File: config.mk
export PLATFORM = sky130hd
export DESIGN_NAME = c_wf_alloc_req_ctrl
export DESIGN_NICKNAME = d
export VERILOG_FILES = /design/src/rtl/c_wf_alloc_req_ctrl.sv
export SDC_FILE = /design/constraint.sdc
export NUM_CORES = 1
export LEC_CHECK = 0
export CAP_MARGIN = 20
export CORE_ASPECT_RATIO = 2
export CORE_MARGIN = 4
export CORE_UTILIZATION = 42
export CTS_CLUSTER_SIZE = 25
export DETAILED_ROUTE_END_ITERATION = 12
export PLACE_DENSITY = 0.81
export SKIP_CTS_REPAIR_TIMING = 1
export SLEW_MARGIN = 20
export SYNTH_ARGS = -nofsm -noshare
export SYNTH_HDL_FRONTEND = slang
export SYNTH_SLANG_ARGS = --single-unit
File: constraint.sdc
create_clock -name clk -period 3.2 [get_ports clk]
set_input_delay 0.64 -clock clk [delete_from_list [all_inputs] [get_ports clk]]
set_output_delay 0.64 -clock clk [all_outputs]
set_load 0.01 [all_outputs]
File: src/rtl/c_wf_alloc_req_ctrl.sv
// Requester-side controller for a square wavefront allocator.
//
// Each input port holds at most one pending request (a multi-hot set of acceptable outputs).
// Held requests are driven onto a per-priority request matrix. The priority level rises with
// the request's age. The combined grant matrix is decoded to release served requests in the
// cycle they are granted. A new request may be loaded on the same edge that releases the old
// one, so a port can stay occupied back to back.
//
// Ports:
//   clk          clock
//   reset        synchronous, active-high reset
//   active       clock enable; when low, state holds and served/update are forced to 0
//   in_valid     per-input new-request strobe
//   in_dest      per-input destination sets, row i = bits [i*P +: P]
//   in_ready     per-input accept; a request loads when in_valid & in_ready
//   req_pr       request matrix, bit index pr*P*P + i*P + j (level 0 is the highest)
//   gnt          combined grant matrix, row i = input, column j = output
//   update       allocator priority update, high when anything is served
//   served       per-input served strobe
//   served_port  per-input one-hot granted output (grant masked by held requests)
//   error        sticky protocol error flag
module c_wf_alloc_req_ctrl #(
  parameter int unsigned num_ports      = 8,
  parameter int unsigned num_priorities = 2,
  parameter int unsigned age_step       = 4,
  parameter int unsigned age_width      = 4
) (
  input  logic                                          clk,
  input  logic                                          reset,
  input  logic                                          active,
  input  logic [num_ports-1:0]                          in_valid,
  input  logic [num_ports*num_ports-1:0]                in_dest,
  output logic [num_ports-1:0]                          in_ready,
  output logic [num_priorities*num_ports*num_ports-1:0] req_pr,
  input  logic [num_ports*num_ports-1:0]                gnt,
  output logic                                          update,
  output logic [num_ports-1:0]                          served,
  output logic [num_ports*num_ports-1:0]                served_port,
  output logic                                          error
);

  localparam int unsigned P     = num_ports;
  localparam int unsigned MaxSt = num_priorities - 1;

  logic [P-1:0]         hold_valid_q, hold_valid_d;
  logic [P*P-1:0]       hold_dest_q, hold_dest_d;
  logic [age_width-1:0] age_q [P];
  logic [age_width-1:0] age_d [P];
  logic                 error_q, error_d;
  logic                 err_now;

  // Request matrix: a pure function of held state, independent of gnt.
  always_comb begin
    int unsigned stage;
    int unsigned lvl;
    req_pr = '0;
    for (int unsigned i = 0; i < P; i++) begin
      stage = 32'(age_q[i]) / age_step;
      if (stage > MaxSt) stage = MaxSt;
      lvl = MaxSt - stage;
      if (hold_valid_q[i]) begin
        req_pr[lvl*P*P + i*P +: P] = hold_dest_q[i*P +: P];
      end
    end
  end

  // Serve decode: only grant bits that land on a held request count.
  always_comb begin
    served_port = '0;
    served      = '0;
    for (int unsigned i = 0; i < P; i++) begin
      for (int unsigned j = 0; j < P; j++) begin
        served_port[i*P+j] = gnt[i*P+j] & hold_valid_q[i] & hold_dest_q[i*P+j] & active;
      end
      served[i] = |served_port[i*P +: P];
    end
  end

  assign update   = |served;
  assign in_ready = ~hold_valid_q | served;

  // Protocol checks: stray grants, multi-hot rows/columns, empty destination sets.
  always_comb begin
    logic hit;
    err_now = 1'b0;
    for (int unsigned i = 0; i < P; i++) begin
      hit = 1'b0;
      for (int unsigned j = 0; j < P; j++) begin
        if (gnt[i*P+j]) begin
          if (hit) err_now = 1'b1;
          if (!(hold_valid_q[i] && hold_dest_q[i*P+j])) err_now = 1'b1;
          hit = 1'b1;
        end
      end
      if (in_valid[i] && in_ready[i] && (in_dest[i*P +: P] == '0)) err_now = 1'b1;
    end
    for (int unsigned j = 0; j < P; j++) begin
      hit = 1'b0;
      for (int unsigned i = 0; i < P; i++) begin
        if (gnt[i*P+j]) begin
          if (hit) err_now = 1'b1;
          hit = 1'b1;
        end
      end
    end
  end

  assign error_d = error_q | (active & err_now);

  // Next-state: load has precedence over release so bypass keeps the port occupied.
  always_comb begin
    hold_valid_d = hold_valid_q;
    hold_dest_d  = hold_dest_q;
    for (int unsigned i = 0; i < P; i++) begin
      age_d[i] = age_q[i];
    end
    if (active) begin
      for (int unsigned i = 0; i < P; i++) begin
        if (in_valid[i] && in_ready[i] && (in_dest[i*P +: P] != '0)) begin
          hold_valid_d[i]        = 1'b1;
          hold_dest_d[i*P +: P] = in_dest[i*P +: P];
          age_d[i]               = '0;
        end else if (served[i]) begin
          hold_valid_d[i] = 1'b0;
          age_d[i]        = '0;
        end else if (hold_valid_q[i]) begin
          if (age_q[i] != {age_width{1'b1}}) age_d[i] = age_q[i] + 1'b1;
        end else begin
          age_d[i] = '0;
        end
      end
    end
  end

  always_ff @(posedge clk) begin
    if (reset) begin
      hold_valid_q <= '0;
      hold_dest_q  <= '0;
      error_q      <= 1'b0;
      for (int unsigned i = 0; i < P; i++) begin
        age_q[i] <= '0;
      end
    end else begin
      hold_valid_q <= hold_valid_d;
      hold_dest_q  <= hold_dest_d;
      error_q      <= error_d;
      for (int unsigned i = 0; i < P; i++) begin
        age_q[i] <= age_d[i];
      end
    end
  end

  assign error = error_q;

endmodule
-- After elaboration in Yosys (flattened, before gate mapping)
Memories as Yosys holds them, arrays and structs flattened.
Index checks and enable logic that the tools add are counted.
- register bits after elaboration: 73
- memories kept: 1
- memory bits (writable): 32
- output and inout bits: 210
- memories (memory ; words ; width ; rd ports ; clocked after Yosys merged registers in ; write ports ; line ; RTL):
    age_q ; 8 ; 4 ; 8 ; 0 ; 8 ; 47 ; logic [age_width-1:0] age_q [P];
- reduce and logical (&&, ||, !) cells: 137
- bitwise logic cells: 205
- add/subtract/negate cells: 31
- equal/unequal tests: 8
- multiplexer cells: 498
- order comparisons: 8
- shift-type cells: 16
- operators by type and width (cell ; number):
    $mux W128 ; 8
    $shift A8 B34 Y128 const A ; 8
    $shiftx A8 B34 Y128 ; 8
    $bwmux W128 ; 7
    $mux W1 ; 434
    $neg A32 Y34 ; 8
    $sub A1 B26 Y26 const A ; 8
    $and A1 B1 Y1 ; 193
    $mux W4 ; 40
    $add A32 B6 Y32 const B ; 4
    $and A128 B128 Y128 ; 1
    $logic_and A1 B1 Y1 ; 88
    $add A32 B5 Y32 const B ; 2
    $logic_not A8 Y1 ; 8
    $reduce_bool A8 Y1 ; 8
    $reduce_or A64 Y1 ; 1
    $reduce_or A8 Y1 ; 8
    $add A32 B4 Y32 const B ; 1
    $add A4 B1 Y4 const B ; 8
    $mux W32 ; 1
    $ne A4 B4 Y1 const B ; 8
    $reduce_and A2 Y1 ; 16
    $gt A2 B1 Y1 const B ; 8
    $mux W2 ; 8
    other kinds (4) ; 19

-- Longest topological paths before layout
- word-level depth: 307
- gate-level depth with buffers: 10
- mapped depth without buffers: 8

-- Worst setup path after synthesis
No wires, ideal clock.
- path type: in2out
- start point: input active
- end point: output served_port[56]
- cell stages on the path: 6
- buffers on the path: 4
- setup slack: 0.595 ns
- data arrival time: 1.965 ns
- cell sequence: clkbuf_1 -> clkbuf_1 -> clkbuf_1 -> buf_1 -> nand2_1 -> nor2_1
- word-level cells in the longest chain between the ends: 1
- RTL lines (item ; line ; RTL):
    start, declared ; 30 ; input logic active,
    $and A1 B1 Y1 ; 73 ; served_port[i*P+j] = gnt[i*P+j] & hold_valid_q[i] & hold_dest_q[i*P+j] & active;
    end, declared ; 38 ; output logic [num_ports*num_ports-1:0] served_port,
No other way between the ends.

-- Worst setup path after layout
- start point: input gnt[15]
- end point: output in_ready[1]
- word-level cells in the longest chain between the ends: 5
- RTL lines (item ; line ; RTL):
    start, declared ; 35 ; input logic [num_ports*num_ports-1:0] gnt,
    $and A1 B1 Y1 (3 in a row) ; 73 ;
    $reduce_or A8 Y1 ; 75 ; served[i] = |served_port[i*P +: P];
    $or A8 B8 Y8 ; 80 ; assign in_ready = ~hold_valid_q | served;
    end, declared ; 33 ; output logic [num_ports-1:0] in_ready,
No other way between the ends.

==> impl_metrics.ini <==
[floorplanning]
core_region_area_um2 = 17700
ios = 349
die_h_um = 197
fp-row-count = 69
dieArea_um2 = 20200
die_x_um = 103
initial_utilization_pct = 42.5

[synth]
cell_area_after_synthesis_um2 = 7520
share_of_the_synthesized_netlist_area_taken_by_xor_and_xnor_gates_pct = 0.233
synth_compound_area_share_pct = 23.6
avgSynthCellArea_um2 = 6.57
yosysSeqAreaShare_pct = 28.0
ys_ff_latch = 105
count_of_distinct_cell_types_in_the_synthesized_netlist = 63
ys.flop_type = dfxtp_1
synthCells = 1144
number_of_flops_mapped_to_enable_cells_by_yosys = 0
synth-simple-area-share_pct = 37.3
dominant_combinational_cell_family_by_area_after_synthesis = simple AND/OR/NAND/NOR gates
yosys_warning_count = 0
synth.area.mux_share_pct = 4.13
async_flop_share_pct = 0
synthesis.nets = 1291
synth-adder-area-share_pct = 1.60

[finish]
synthToLayoutAreaGrowth_pct = 63.1
multi_input_comb_area_um2 = 5040
filler_cell_count = 1593
most-common-layout-cells = clkdlybuf4s50_1 (338), nor2_1 (276), nand2_1 (216), buf_4 (121), dfxtp_1 (105)
register_area_um2 = 2100
final-instance-count-excl-fill = 1775
drive_above_1_share_pct = 10.7
final_common_cell = clkdlybuf4s50_1
num-nets-final = 1701

[global_routing]
globalRouteOverflowTotal = 0
initial_antenna_violation_count = 2
grt_pass1_vias = 10446
grt_util_all_layers_pct = 37.7
pin_count_of_the_biggest_net_entering_global_routing = 106
wire_length_of_the_first_global_routing_pass_mm = 58.4

[routing]
dr.max_layer_used = met4
wirelength_met1_mm = 13.1
antenna_left = 0
met2RoutedLength_mm = 19.9
post_drt_wl_per_cell_um = 22.1
route.vias.total = 10604
detail_route.vias_per_cell = 5.97
drt_first_pass_iters = 6
drc = 0
routed-wl-met3_mm = 2.91
wirelength_mm = 39.3
drt_first_iter_violations = 639

[status]
status = complete, but fails checks
failed_checks = negative setup slack

[clock_tree]
cts-root-to-sink-buffers = 2
cts.root.buffer_cell = clkbuf_16
numCtsBuffers = 9
cts.htree.levels = 3
clock_latency_ns = 0.36
clkTransAtPathRegs_ns = 0.07
clock_sink_count = 105
tritoncts = yes

[timing]
sum_of_negative_setup_slack_ns = -0.0230
hold_viol_final = 0
worst_slew_margin_rel_pct = 37.7
final_number_of_setup_violating_endpoints = 1
min_tclk_post_route_ns = 3.22
max_slew_violations = 0
worst_pin_slew_ns = 0.935
final_setup_slack_of_the_worst_path_ns = -0.0230
max_clock_freq_mhz = 310
whs_ns = 0.469
setup_repair_after_global_routing_missed_its_margin = yes
worst_clock_skew_ns = 0.00574
finalCritPeriodShare_pct = 101

[worst_setup_path]
slowest_delay_ns = 0.65
crit_family = buffers and inverters
endpoint_kind = output pin
worstSetupStartpointType = primary input
worst_path_arrival_ns = 2.58
worstPathBufferInverterCount = 2
critical_path_class = primary input to output pin
worstPathMaxFanout = 6
cp_cell_sequence = clkdlybuf4s50_1 -> a22oi_1 -> a41oi_2 -> nand2b_1 -> clkdlybuf4s50_1
cp_data_required_time_ns = 2.56
cpMaxStageDelayCell = clkdlybuf4s50_1
critical_path.most_common_cell = clkdlybuf4s50_1

[power]
vdd_drop_max_mv = 0.221
power_w = 0.00359
cellPowerDensity_nw_per_um2 = 293
power.leakage_nw = 4.55

[placed_design]
place_congestion = 0.998
dp_hpwl_mm = 31.8
placed_instances = 1756
port_buffers = 348

[job]
maxCapViolCount = 0

[hold_path]
hold_path_class = flip-flop to flip-flop
## per-stage QoR
stage	area, µm²	worst slack, ns	utilization, %
finish	12300	-0.0230	69.3
global route	12300	-0.0446	69.3
CTS	12200	-0.193	69.0
detailed placement	11900	-0.180	67.2
global placement	11900	-0.184	67.2
floorplan	7520	0.595	-
## power by group
| group | leakage, nW | switching [W] | internal [W] |
|---|---|---|---|
| clock | 0.153 | 0.000514 | 0.000710 |
| combinational | 3.54 | 0.000485 | 0.000451 |
| sequential | 0.855 | 0.0000686 | 0.00136 |
## kinds of logic after synthesis
family | Yosys count
flops | 105
fa+ha+maj | 10
xor+xnor | 2
buf+inv | 96
mux | 31
simple gates | 642
compound gates | 258
## registers in the layout (all words and copies together), names as in the netlist
| signal | count |
|---|---|
| hold_dest_q | 64 |
| error | 1 |
| age_q | 32 |
| hold_valid_q | 8 |
## tightest hold or removal path, stage by stage, from the launching register on
cell,delay (ns)
dfxtp_1,0.32
nand2_1,0.05
a21oi_1,0.05
## area by class of cell
cell class	instances	share of cell area [%]
flip-flops and latches	105	17.1
multi-input cells	943	41.1
clock buffers	12	2.01
inverters	26	0.796
repair buffers	469	36.1
diodes	3	0.0612
clock inverters	4	0.622
well taps	213	2.17
## cell usage after synthesis, drive strengths merged (3+ instances only)
cell	instances	area share, %
o31ai	19	1.9
a22o	22	2.6
ha	8	1.3
or3	9	0.75
nor4	23	1.9
nor2	277	14
a21oi	66	4.4
nor3	13	0.87
nor2b	5	0.42
nand3	18	1.2
or2	10	0.83
o22ai	7	0.58
or4	20	2.1
buf	16	1.2
a31o	5	0.58
nand2	219	11
a211oi	16	1.6
o41ai	16	2.4
nand4	21	1.7
and4	5	0.58
mux2i	31	4.1
and3	12	1.0
dfxtp	105	28
o21ai	46	3.1
o31a	4	0.47
clkbuf	54	2.7
o211ai	6	0.60
a221oi	7	0.82
a22oi	25	2.5
a32oi	3	0.35
inv	26	1.3
## path summary, 6_finish.rpt
check,slack (ns),startpoint,endpoint,depth (start not counted)
worst max-delay path,-0.02,gnt[15],in_ready[1],5
worst min-delay path,0.47,hold_dest_q[59],hold_dest_q[59],2
worst max register to register,0.72,hold_valid_q[6],error,7
worst min register to register,0.47,hold_dest_q[59],hold_dest_q[59],2
## metal layers
metal | up-vias | GRT usage (%)
met5 | - | 0
met3 | 183 | 6.68
met4 | 0 | 26.5
li1 | 4896 | -
met1 | 4913 | 39.4
met2 | 612 | 65.9
Power figures use the tool's default switching activity.
